$ cat config.mk
export PLATFORM = sky130hd
export DESIGN_NAME = hpi_access_ctrl
export DESIGN_NICKNAME = d
export VERILOG_FILES = /design/src/rtl/hpi_pkg.sv /design/src/rtl/hpi_wbuf.sv /design/src/rtl/hpi_access_ctrl.sv
export SDC_FILE = /design/constraint.sdc
export NUM_CORES = 1
export LEC_CHECK = 0
export ABC_AREA = 1
export BUFFER_PORTS_ARGS = -buffer_cell sky130_fd_sc_hd__buf_2
export CORE_ASPECT_RATIO = 0.75
export CORE_UTILIZATION = 50
export DETAILED_ROUTE_END_ITERATION = 16
export PLACE_DENSITY_LB_ADDON = 0.08
export SLEW_MARGIN = 25
export SYNTH_ARGS = -nofsm -noshare
export SYNTH_HDL_FRONTEND = slang
export SYNTH_SLANG_ARGS = --single-unit
$ cat constraint.sdc
create_clock -name clk -period 2.25 [get_ports clk]
set_clock_uncertainty 0.15 [all_clocks]
set_input_delay 0.225 -clock clk [delete_from_list [all_inputs] [get_ports clk]]
set_output_delay 0.225 -clock clk [all_outputs]
set_load 0.005 [all_outputs]
$ cat src/rtl/hpi_pkg.sv
// Shared definitions for the HPI access controller.
// FSM state encoding plus default timing and buffer sizing.
package hpi_pkg;

  typedef enum logic [2:0] {
    ST_IDLE,
    ST_SETUP,
    ST_STROBE,
    ST_HOLD,
    ST_RST
  } hpi_state_e;

  localparam int DEF_DATA_W     = 16;
  localparam int DEF_ADDR_W     = 2;
  localparam int DEF_SETUP_CYC  = 1;
  localparam int DEF_STROBE_CYC = 2;
  localparam int DEF_HOLD_CYC   = 1;
  localparam int DEF_WBUF_DEPTH = 4;
  localparam int DEF_RST_CYC    = 16;

  function automatic int max_int(input int a, input int b);
    return (a > b) ? a : b;
  endfunction

endpackage

$ cat src/rtl/hpi_wbuf.sv
// Posted-write buffer: synchronous FIFO of {address, data} entries.
// A push while full is taken only when a pop happens in the same cycle.
module hpi_wbuf
  import hpi_pkg::*;
#(
  parameter int WIDTH = DEF_ADDR_W + DEF_DATA_W,
  parameter int DEPTH = DEF_WBUF_DEPTH
) (
  input  logic                     clk,
  input  logic                     reset,
  input  logic                     push_i,
  input  logic                     pop_i,
  input  logic [WIDTH-1:0]         wdata_i,
  output logic [WIDTH-1:0]         rdata_o,
  output logic                     full_o,
  output logic                     empty_o,
  output logic [$clog2(DEPTH):0]   count_o
);

  localparam int PW = $clog2(DEPTH);

  logic [WIDTH-1:0] mem_q [DEPTH];
  logic [PW-1:0]    wr_ptr_q, wr_ptr_d;
  logic [PW-1:0]    rd_ptr_q, rd_ptr_d;
  logic [PW:0]      count_q, count_d;
  logic             do_push;
  logic             do_pop;

  assign full_o  = (count_q == (PW+1)'(DEPTH));
  assign empty_o = (count_q == '0);
  assign count_o = count_q;
  assign rdata_o = mem_q[rd_ptr_q];

  assign do_pop  = pop_i && !empty_o;
  assign do_push = push_i && (!full_o || do_pop);

  // Pointer and occupancy next-state
  always_comb begin
    wr_ptr_d = wr_ptr_q;
    rd_ptr_d = rd_ptr_q;
    count_d  = count_q;
    if (do_push) wr_ptr_d = wr_ptr_q + 1'b1;
    if (do_pop)  rd_ptr_d = rd_ptr_q + 1'b1;
    unique case ({do_push, do_pop})
      2'b10:   count_d = count_q + 1'b1;
      2'b01:   count_d = count_q - 1'b1;
      default: count_d = count_q;
    endcase
  end

  // Pointer and occupancy registers
  always_ff @(posedge clk) begin
    if (reset) begin
      wr_ptr_q <= '0;
      rd_ptr_q <= '0;
      count_q  <= '0;
    end else begin
      wr_ptr_q <= wr_ptr_d;
      rd_ptr_q <= rd_ptr_d;
      count_q  <= count_d;
    end
  end

  // Entry storage, payload only so no reset needed
  always_ff @(posedge clk) begin
    if (do_push) mem_q[wr_ptr_q] <= wdata_i;
  end

endmodule

$ cat src/rtl/hpi_access_ctrl.sv
// Avalon-slave to HPI bridge with posted writes and chip-reset sequencing.
// Every access runs SETUP -> STROBE -> HOLD -> IDLE.
module hpi_access_ctrl
  import hpi_pkg::*;
#(
  parameter int DATA_W     = DEF_DATA_W,
  parameter int ADDR_W     = DEF_ADDR_W,
  parameter int SETUP_CYC  = DEF_SETUP_CYC,
  parameter int STROBE_CYC = DEF_STROBE_CYC,
  parameter int HOLD_CYC   = DEF_HOLD_CYC,
  parameter int WBUF_DEPTH = DEF_WBUF_DEPTH,
  parameter int RST_CYC    = DEF_RST_CYC
) (
  input  logic                        clk,
  input  logic                        reset,
  input  logic [ADDR_W-1:0]           avs_address,
  input  logic                        avs_read,
  input  logic                        avs_write,
  input  logic [DATA_W-1:0]           avs_writedata,
  output logic [DATA_W-1:0]           avs_readdata,
  output logic                        avs_waitrequest,
  input  logic                        hpi_rst_req,
  output logic [ADDR_W-1:0]           otg_hpi_address,
  input  logic [DATA_W-1:0]           otg_hpi_data_in,
  output logic [DATA_W-1:0]           otg_hpi_data_out,
  output logic                        otg_hpi_data_oe,
  output logic                        otg_hpi_r,
  output logic                        otg_hpi_w,
  output logic                        otg_hpi_cs,
  output logic                        otg_hpi_reset,
  output logic [$clog2(WBUF_DEPTH):0] wbuf_count,
  output logic                        busy
);

  localparam int CNT_MAX = max_int(max_int(SETUP_CYC, STROBE_CYC),
                                   max_int(HOLD_CYC, RST_CYC));
  localparam int CNT_W   = $clog2(CNT_MAX + 1);
  localparam int CW      = $clog2(WBUF_DEPTH) + 1;
  localparam int EW      = ADDR_W + DATA_W;

  hpi_state_e        state_q, state_d;
  logic [CNT_W-1:0]  cnt_q, cnt_d;
  logic              acc_wr_q, acc_wr_d;
  logic [ADDR_W-1:0] acc_addr_q, acc_addr_d;
  logic [DATA_W-1:0] acc_data_q, acc_data_d;
  logic [DATA_W-1:0] rdata_q, rdata_d;
  logic              pend_q, pend_d;

  logic              push;
  logic              pop;
  logic              full;
  logic              empty;
  logic [CW-1:0]     count;
  logic [EW-1:0]     head;

  logic              cnt_last;
  logic              wr_req;
  logic              push_ok;
  logic              rd_done;
  logic              act;

  hpi_wbuf #(
    .WIDTH (EW),
    .DEPTH (WBUF_DEPTH)
  ) u_wbuf (
    .clk     (clk),
    .reset   (reset),
    .push_i  (push),
    .pop_i   (pop),
    .wdata_i ({avs_address, avs_writedata}),
    .rdata_o (head),
    .full_o  (full),
    .empty_o (empty),
    .count_o (count)
  );

  assign cnt_last = (cnt_q == '0);

  // A read in flight wins over any write presented alongside it
  assign wr_req  = avs_write && !avs_read;
  assign push_ok = !full || pop;
  assign push    = wr_req && push_ok && !reset;
  assign rd_done = (state_q == ST_HOLD) && cnt_last && !acc_wr_q;

  // Next-state, phase timing and head dequeue
  always_comb begin
    state_d    = state_q;
    cnt_d      = cnt_q;
    acc_wr_d   = acc_wr_q;
    acc_addr_d = acc_addr_q;
    acc_data_d = acc_data_q;
    rdata_d    = rdata_q;
    pop        = 1'b0;
    unique case (state_q)
      ST_IDLE: begin
        if (pend_q) begin
          state_d = ST_RST;
          cnt_d   = CNT_W'(RST_CYC - 1);
        end else if (!empty) begin
          state_d    = ST_SETUP;
          cnt_d      = CNT_W'(SETUP_CYC - 1);
          acc_wr_d   = 1'b1;
          acc_addr_d = head[EW-1:DATA_W];
          acc_data_d = head[DATA_W-1:0];
        end else if (avs_read) begin
          state_d    = ST_SETUP;
          cnt_d      = CNT_W'(SETUP_CYC - 1);
          acc_wr_d   = 1'b0;
          acc_addr_d = avs_address;
          acc_data_d = '0;
        end
      end
      ST_SETUP: begin
        if (cnt_last) begin
          state_d = ST_STROBE;
          cnt_d   = CNT_W'(STROBE_CYC - 1);
        end else begin
          cnt_d = cnt_q - 1'b1;
        end
      end
      ST_STROBE: begin
        if (cnt_last) begin
          state_d = ST_HOLD;
          cnt_d   = CNT_W'(HOLD_CYC - 1);
          if (!acc_wr_q) rdata_d = otg_hpi_data_in;
        end else begin
          cnt_d = cnt_q - 1'b1;
        end
      end
      ST_HOLD: begin
        if (cnt_last) begin
          state_d = ST_IDLE;
          pop     = acc_wr_q;
        end else begin
          cnt_d = cnt_q - 1'b1;
        end
      end
      ST_RST: begin
        if (cnt_last) state_d = ST_IDLE;
        else          cnt_d   = cnt_q - 1'b1;
      end
      default: state_d = ST_IDLE;
    endcase
  end

  // A new request re-arms the flag even while entering RST
  always_comb begin
    pend_d = hpi_rst_req || (pend_q && !((state_q == ST_IDLE) && pend_q));
  end

  // Controller state registers
  always_ff @(posedge clk) begin
    if (reset) begin
      state_q    <= ST_IDLE;
      cnt_q      <= '0;
      acc_wr_q   <= 1'b0;
      acc_addr_q <= '0;
      acc_data_q <= '0;
      rdata_q    <= '0;
      pend_q     <= 1'b0;
    end else begin
      state_q    <= state_d;
      cnt_q      <= cnt_d;
      acc_wr_q   <= acc_wr_d;
      acc_addr_q <= acc_addr_d;
      acc_data_q <= acc_data_d;
      rdata_q    <= rdata_d;
      pend_q     <= pend_d;
    end
  end

  // Bus outputs; reset forces the idle pattern and aborts any strobe
  always_comb begin
    act = !reset && ((state_q == ST_SETUP) ||
                     (state_q == ST_STROBE) ||
                     (state_q == ST_HOLD));
    otg_hpi_cs       = !act;
    otg_hpi_address  = act ? acc_addr_q : '0;
    otg_hpi_data_oe  = act && acc_wr_q;
    otg_hpi_data_out = (act && acc_wr_q) ? acc_data_q : '0;
    otg_hpi_w        = !(act && acc_wr_q && (state_q == ST_STROBE));
    otg_hpi_r        = !(act && !acc_wr_q && (state_q == ST_STROBE));
    otg_hpi_reset    = !(!reset && (state_q == ST_RST));
    avs_readdata     = reset ? '0 : rdata_q;
    wbuf_count       = reset ? '0 : count;
    busy             = !reset && ((state_q != ST_IDLE) || !empty);
    avs_waitrequest  = 1'b0;
    if (!reset) begin
      if (avs_read)       avs_waitrequest = !rd_done;
      else if (avs_write) avs_waitrequest = !push_ok;
    end
  end

endmodule
==> metrics.txt, run 1 <==
Synth-to-Final Area Change 31.1%; DRC 0; Syn Std Cell Area about 5400 um^2; number of flops mapped to enable cells by yosys slightly above 70; FP Rows 32; GR Overflow Total 0; outcome finished clean; post-synthesis compound-gate area fraction about an eighth; XOR/XNOR Fraction of Synth Area less than 1%; Die Ht 92.1 um; chip width between 100 and 150 um; mux share of post-synthesis cell area 0%; Critical Path RT ~2.4 ns; Leakage approximately 2.9 nW; CTS tree done; initial antenna violation count 0; clock period minus worst slack between 2 and 2.5 ns; Setup TNS Final 0 ns; combinational family with the most area after synthesis simple AND/OR/NAND/NOR gates; Max H-tree Level 4; Simple-Gate Fraction of Synth Area approximately a fifth; Crit. End Element flip-flop; Design Area, Final about 7000 um^2; Slew Limit Headroom 58.7%; drt total wl 12600 um; Overall Global Routing Usage a little under a quarter; Synth Area in Adders between 1.5 and 2%; cell at the slowest stage of the critical path fa_2; Post-Layout Cell Count ~870; register bit total from synthesis around 130; IO Port Bufs 82; Placed Area between 6000 and 7000 um^2; Setup WS pre-CTS -0.0544 ns; fmax 463 MHz; Synth Flop Type edfxtp_1; vias in the first global route 4216; CTS Buf Count 17; CTS clk-pin slew, worst paths around 0.05 ns; drt pass-1 iters 6; crit share post-route just under 100%; Hold Crit Class in -> reg; TritonCTS Sinks ~130; Synthesized Nets 632; Final WS setup between 0.08 and 0.09 ns; CP cell instances inv_2 > ha_4 > nand2_2 > nor2_4 > nand3_4 > nand2_2 > nand3_2 > ha_4 > inv_2 > fa_2 > nor2_1 > a21oi_1 > nor2_1; Final Max Tran Viols 0; DP Wirelength approximately 7800 um; Mapped Cells just under 600; RSZ-0062 raised after global routing true; synthesized area per cell approximately 9 um^2; Seq/Total Area, Yosys ~60%; Via density just over 5; Yosys top cell area share ~40%; crit-path max FO 4; crit start category flip-flop; Max-cap violations 0; Yosys warnings 0; drt first-iter violations between 300 and 400; die area 11200 um^2; final antenna-violating net count 0; Final Setup Violations 0; total number of vias 4418; Crit path arrival time 2.36 ns; Placed Cells 799; Routed WL per cell around 14 um; clk_lat worst skew slightly above 0.4 ns; layout cell share with drive strength beyond 1 around a quarter; Max stage delay on crit path around 0.43 ns; post-synth top area cell edfxtp_1; dominant cell by count in the synthesized netlist nor2_1; largest net degree at the start of global routing 37; GP Congestion just under 0.9; first-pass GRT wire length about 20000 um; Cell variety after synth 33; top cells by area, synth edfxtp_1 40%, dfxtp_1 20%, nor2_1 6.8%, nand2_1 6.4%, a21oi_1 4.5%; Crit Path Category reg -> reg; I/O pin count 83; Post-synth top cells 98 x nor2_1, 92 x nand2_1, 72 x edfxtp_1; Max Root-Sink Buffers 2; CTS root buffer clkbuf_16; Final Util 68.1%; Final Hold Viols 0; PwrDens roughly 950 nW/um^2; # nets final roughly 770; number of diodes 0; Core Footprint 10400 um^2; Starting Density roughly 52%; worst-margin pin slew 0.618 ns; FFs w/ async S/R, synth 0%; VDD IR max about 0.62 mV
==> through the flow <==
step	hold WS [ns]	total power [W]
CTS	0.112	0.00678
global route	0.207	0.00707
floorplan	0.174	0.00363
detailed placement	0.293	0.00401
global placement	0.287	0.00397
finish	0.140	0.00675
==> worst max-delay path: cells and delay by family (launching register included) <==
kind | cells | cell delay [ns]
fa+ha+maj | 3 | 0.76
simple gates | 7 | 0.70
flops | 1 | 0.30
compound gates | 1 | 0.05
buf+inv | 2 | 0.14
==> cell type report <==
| class | instances | area (um^2) |
|---|---|---|
| clock buffer | 27 | 546 |
| tap | 136 | 170 |
| fill | 837 | 3320 |
| multi-input combinational | 368 | 1850 |
| sequential | 125 | 3220 |
| timing repair buffer | 141 | 995 |
| clock inverter | 5 | 50.0 |
| inverter | 67 | 256 |
==> layout by cell type, fill, tap and decap left out, types with 16 or more instances in the layout <==
cell and n:
a21oi_1 49, nand3_1 17, o22ai_1 16, buf_2 82
dfxtp_1 53, buf_4 19, dlygate4sd3_1 35, nor2_1 98
clkbuf_16 19, o21ai_0 47, nand2_1 91, inv_1 54
edfxtp_1 72
==> path summary, 6_finish.rpt <==
| check | cells after the start | endpoint | slack, ns | start |
|---|---|---|---|---|
| max | 13 | u_wbuf.count_o[1] | 0.09 | cnt_q[1] |
| min | 5 | u_wbuf.wr_ptr_q[0] | 0.14 | avs_read |
| max reg2reg | 13 | u_wbuf.count_o[1] | 0.09 | cnt_q[1] |
| min reg2reg | 2 | rdata_q[5] | 0.30 | rdata_q[5] |
==> cells by family after synthesis <==
logic type / count (synthesis)
AO/OA/AOI/OAI: 121
buffers and inverters: 92
adder cells (fa/ha/maj): 8
flip-flops: 125
AND/OR/NAND/NOR: 237
XOR/XNOR: 2
==> per-layer routing <==
layer	GRT usage (%)	share of wire [%]	routed length (um)
met4	8.84	1.4	177
met3	5.16	4.4	548
met2	37.3	47	5880
met5	0	0	0
met1	32.9	48	5990
==> repair_timing <==
| action | 4_1_cts | 5_1_grt |
|---|---|---|
| setup endpoints to repair | 1 | 18 |
| hold buffers | 35 | 0 |
| buffers inserted | 2 | 1 |
| hold endpoints to repair | 89 | 0 |
| pin swaps | 3 | 5 |
| gates resized for setup | 9 | 6 |
==> state kept, by name, summed over array words and instances (netlist names), named ones only <==
name             cells
u_wbuf.mem_q        72
acc_data_q          16
cnt_q                5
rdata_q             16
u_wbuf.wr_ptr_q      2
u_wbuf.rd_ptr_q      2
acc_wr_q             1
acc_addr_q           2
state_q              3
pend_q               1
u_wbuf.count_o       3
==> report_power, final <==
part | leakage [nW] | internal [W] | switching (W)
Sequential | 1.08 | 0.00258 | 0.0000713
Clock | 0.297 | 0.00176 | 0.000923
Combinational | 1.48 | 0.000521 | 0.000891
Total | 2.86 | 0.00487 | 0.00189
Note: power is estimated with default switching activity, not from simulation.
==> run 2, diff against run 1 <==
--- a/config.mk
+++ b/config.mk
@@ -7,7 +7,8 @@
 export LEC_CHECK = 0
 export ABC_AREA = 1
 export BUFFER_PORTS_ARGS = -buffer_cell sky130_fd_sc_hd__buf_2
-export CORE_ASPECT_RATIO = 0.75
+export CORE_ASPECT_RATIO = 2
+export CORE_MARGIN = 8
 export CORE_UTILIZATION = 50
 export DETAILED_ROUTE_END_ITERATION = 16
 export PLACE_DENSITY_LB_ADDON = 0.08
==> run 2 against run 1 <==
Compared with the run above:
- flip-flop and latch count stayed put
- routed wire length is 5.1% lower
- sequential share of layout area is 0.056 points higher
- critical path type unchanged
- critical endpoint is now u_wbuf.count_o[2]
==> metrics.txt, run 2 (synthesis gave the netlist of run 1 again) <==
Synth-to-Final Area Change 30.9%; Hold Path Origin avs_write; CP top delay family adder cells; origin of the critical flop-to-flop path cnt_q[0]; outcome finished clean; Placed Area 6090 um^2; layout cell share with drive strength beyond 1 about 25%; Die Ht roughly 160 um; DRC 0; final antenna-violating net count 0; Routed WL per cell between 10 and 15 um; clk_lat worst skew between 0.4 and 0.5 ns; largest net degree at the start of global routing 44; Final Util between 60% and 70%; Overall Global Routing Usage 17.5%; drt pass-1 iters 4; clock period minus worst slack ~2.2 ns; Leakage about 2.8 nW; FP Rows 54; Final Setup Violations 0; GR Overflow Total 0; Post-Layout Cell Count about 870; largest registers u_wbuf.mem_q x72, acc_data_q x16, rdata_q x16; Starting Density 50.3%; RSZ-0062 raised after global routing true; CP cell instances inv_2 > ha_4 > nand2_2 > nor2_4 > nand3_4 > nor2_4 > ha_4 > inv_2 > fa_2 > a21oi_2 > o21ai_2 > o21ai_1 > a21oi_1; # nets final 768; drt total wl between 10000 and 15000 um; Placed Cells 804; I/O pin count 83; Slew Limit Headroom 61.2%; most frequent cells in the layout 98 x nor2_1, 91 x nand2_1, 82 x buf_2, 72 x edfxtp_1, 55 x inv_1; Hold Crit Class in -> reg; Via density just under 5; FF-to-FF path depth 13; first-pass GRT wire length just under 20000 um; cell at the slowest stage of the critical path fa_2; post-layout power between 0.006 and 0.007 W; fmax about 460 MHz; CTS root buffer clkbuf_16; CTS clk-pin slew, worst paths ~0.060 ns; Max-cap violations 0; Max H-tree Level 4; Crit. End Element flip-flop; total number of vias ~4.2k; drt first-iter violations 230; worst-margin pin slew approximately 0.58 ns; number of diodes 0; Setup WS pre-CTS 0.0277 ns; Max stage delay on crit path 0.38 ns; GP Congestion between 0.8 and 0.9; chip width 89.5 um; die area 14600 um^2; crit start category flip-flop; max reg flops between 70 and 80; crit-path max FO 3; Min-Delay Endpoint u_wbuf.wr_ptr_q[0]; Core Footprint ~11000 um^2; worst path bufs/invs 2; CTS tree done; r2r setup slk 0.08 ns; Final Hold Viols 0; Final Max Tran Viols 0; crit share post-route between 90 and 100%; Final WS setup slightly above 0.08 ns; Design Area, Final 7080 um^2; IO Port Bufs 82; Crit path arrival time between 2 and 2.5 ns; Reg with most FFs u_wbuf.mem_q; VDD IR max around 0.67 mV; DP Wirelength 7670 um; Critical Path RT roughly 2.4 ns; FF-to-FF End u_wbuf.count_o[2]; PwrDens between 900 and 1000 nW/um^2; Crit Path Category reg -> reg; TritonCTS Sinks around 130; initial antenna violation count 0; CTS Buf Count 17; most common cell after layout, fill and taps aside nor2_1; Max Root-Sink Buffers 2; hold path depth 6; vias in the first global route about 4.1k
run 2: power breakdown:
group / total, W / internal (W) / switching (W)
Sequential: 0.00265 / 0.00258 / 0.0000698
Clock: 0.00261 / 0.00163 / 0.000982
Combinational: 0.00136 / 0.000518 / 0.000844
run 2: worst max path at each step:
stage	slack, ns	cells past startpoint	startpoint	to
2_1_floorplan	-0.17	8	cnt_q[0]	u_wbuf.mem_q[0][0]
3_3_place_gp	0.03	13	cnt_q[1]	u_wbuf.count_o[2]
3_5_place_dp	0.03	13	cnt_q[1]	u_wbuf.count_o[2]
4_1_cts	0.008	14	cnt_q[0]	u_wbuf.count_o[2]
5_1_grt	-0.06	13	cnt_q[0]	u_wbuf.count_o[2]
6_report	0.08	13	cnt_q[0]	u_wbuf.count_o[2]
run 2: through the flow:
step           hold slack [ns]  TNS (ns)
2_1_floorplan            0.174    -12.49
3_3_place_gp             0.288         0
3_5_place_dp             0.292         0
4_1_cts                  0.153         0
5_1_grt                  0.223   -0.0649
6_report                 0.154         0
run 2: timing repair:
action,CTS,global route
gates resized for setup,0,14
hold buffers,35,0
setup buffers,0,3
endpoints found under the setup margin,0,7
hold endpoints to repair,89,0
run 2: worst min-delay path: cells and delay by family:
kind          cells  cell delay, ns
buf+inv           2            0.14
simple gates      4            0.30
run 2: cell type report:
cell class / count / area [um^2]
fillers: 875 / 3660
clock inverters: 13 / 143
well taps: 140 / 175
multi-input cells: 368 / 1850
inverters: 67 / 256
repair buffers: 142 / 998
clock buffers: 19 / 433
flip-flops and latches: 125 / 3220
run 2: per-layer routing:
layer	GRT usage [%]	up-vias	wire, um	part of all wire [%]
li1	-	2201	-	-
met1	20.6	1904	5160	43
met2	29.2	78	6020	50
met3	4.13	17	580	4.9
met4	7.40	0	194	1.6
met5	0	-	0	0
==> run 3, diff against run 2 <==
--- a/config.mk
+++ b/config.mk
@@ -10,6 +10,7 @@
 export CORE_ASPECT_RATIO = 2
 export CORE_MARGIN = 8
 export CORE_UTILIZATION = 50
+export CTS_BUF_LIST = sky130_fd_sc_hd__clkbuf_16
 export DETAILED_ROUTE_END_ITERATION = 16
 export PLACE_DENSITY_LB_ADDON = 0.08
 export SLEW_MARGIN = 25
==> run 3 against run 2 <==
Compared with the run above:
- core utilization unchanged
- flip-flop and latch count unchanged
- non-clock buffer count unchanged
- routed wire length about the same
- global-route usage unchanged
- highest routed layer unchanged
- critical path depth unchanged
- cell area unchanged
- worst hold slack better by 0.0014 ns
- worst setup slack about the same
- final cell count unchanged
- critical path type unchanged
==> metrics.txt, run 3 (synthesis gave the netlist of run 1 again) <==
Core Footprint around 11000 um^2; met2 Resource Use GR 29.2%; GR Util met3 4.13%; TritonCTS Sinks approximately 130; DRC 0; PwrDens around 930 nW/um^2; max reg flops a little over 70; drt first-iter violations roughly 230; hold path depth 6; worst-margin pin slew just under 0.6 ns; first-pass GRT wire length around 19000 um; Reg area around 3200 um^2; die area between 10000 and 15000 um^2; Routed WL per cell about 14 um; Die Ht roughly 160 um; fmax around 460 MHz; CTS clk-pin slew, worst paths ~0.060 ns; outcome finished clean; area occupied by multi-input gates between 1500 and 2000 um^2; number of diodes 0; chip width roughly 90 um; Synth-to-Final Area Change 30.9%; Hold Crit Class in -> reg; Via density between 4 and 5; CTS Buf Count 17; DP Wirelength roughly 7700 um; GP Congestion approximately 0.84; Placed Area roughly 6100 um^2; Crit path arrival time between 2 and 2.5 ns; clk_lat worst skew between 0.4 and 0.5 ns; IO Port Bufs just over 80; Critical Path RT 2.39 ns; Crit. End Element flip-flop; FF-to-FF path depth 13; drt total wl 11900 um; crit-path max FO 3; Leakage 2.84 nW; Final Setup Violations 0; Overall Global Routing Usage between 10% and 20%; I/O pin count 83; most common cell after layout, fill and taps aside nor2_1; Setup WS pre-CTS roughly 0.028 ns; Placed Cells 804; RSZ-0062 raised after global routing true; largest net degree at the start of global routing 44; Final WS setup between 0.08 and 0.09 ns; Final Hold Viols 0; grt peak-use layer met2; crit share post-route between 90 and 100%; Max-cap violations 0; total number of vias between 4k and 5k; clock period minus worst slack 2.17 ns; Starting Density around half; Max H-tree Level 4; GR Overflow Total 0; Final Max Tran Viols 0; Design Area, Final 7080 um^2; initial antenna violation count 0; VDD IR max 0.669 mV; FP Rows between 50 and 60; final antenna-violating net count 0; Min Hold Slack about 0.16 ns; CTS tree done; # nets final 768; most frequent cells in the layout 98 x nor2_1, 91 x nand2_1, 82 x buf_2, 72 x edfxtp_1, 57 x inv_1; vias in the first global route 4146; Slew Limit Headroom 61.4%; Post-Layout Cell Count about 870; crit start category flip-flop; layout cell share with drive strength beyond 1 between 20% and 30%; GRT met1 Usage 20.6%; Reg with most FFs u_wbuf.mem_q; largest registers u_wbuf.mem_q x72, acc_data_q x16, rdata_q x16; Crit Path Category reg -> reg; drt pass-1 iters 4; Filler cells 875; CTS root buffer clkbuf_16; Max Root-Sink Buffers 2
-- run 3: cell types whose count changed in the layout (fill, tap and decap cells not counted) --
cell      delta
clkbuf_1     -2
inv_1        +2
-- run 3: timing repair --
action / in CTS / in global routing
endpoints found under the hold margin: 89 / 0
hold buffers: 35 / 0
setup endpoints to repair: 0 / 7
buffers inserted: 0 / 3
resized for setup: 0 / 14
-- run 3: final timing paths --
path	from	endpoint	slack, ns
hold reg to reg	rdata_q[1]	rdata_q[1]	0.30
setup reg to reg	cnt_q[0]	u_wbuf.count_o[2]	0.08
setup / recovery	cnt_q[0]	u_wbuf.count_o[2]	0.08
hold / removal	avs_write	u_wbuf.wr_ptr_q[0]	0.16
-- run 3: through the flow --
stage	TNS, ns	total power [W]	util, %
global placement	0	0.00396	56.7
global route	-0.0649	0.00698	65.9
detailed placement	0	0.00398	56.7
floorplan	-12.49	0.00363	-
CTS	0	0.00663	65.3
finish	0	0.00662	65.9
-- run 3: metal layers --
layer	wire length, um	up-vias	part of all wire [%]
li1	-	2201	-
met1	5140	1907	43
met2	6060	83	51
met3	576	17	4.8
met4	170	0	1.4
met5	0	-	0
-- run 3: power breakdown --
group / internal [W] / switching (W) / leakage, nW / total [W]
clock: 0.00162 / 0.000981 / 0.275 / 0.00260
combinational: 0.000518 / 0.000844 / 1.48 / 0.00136
sequential: 0.00258 / 0.0000698 / 1.08 / 0.00265
-- run 3: worst max-delay path: stages (launching register included) --
cell,delay (ns)
dfxtp_1,0.30
inv_2,0.07
ha_4,0.13
nand2_2,0.06
nor2_4,0.13
nand3_4,0.10
nor2_4,0.15
ha_4,0.14
inv_2,0.05
fa_2,0.38
a21oi_2,0.15
o21ai_2,0.07
o21ai_1,0.12
a21oi_1,0.05
-- run 3: layout make-up --
cell class	count	area share, %
inverters	67	3.62
well taps	140	2.47
clock buffers	17	6.01
multi-input cells	368	26.1
flip-flops and latches	125	45.5
repair buffers	142	14.1
clock inverters	15	2.12
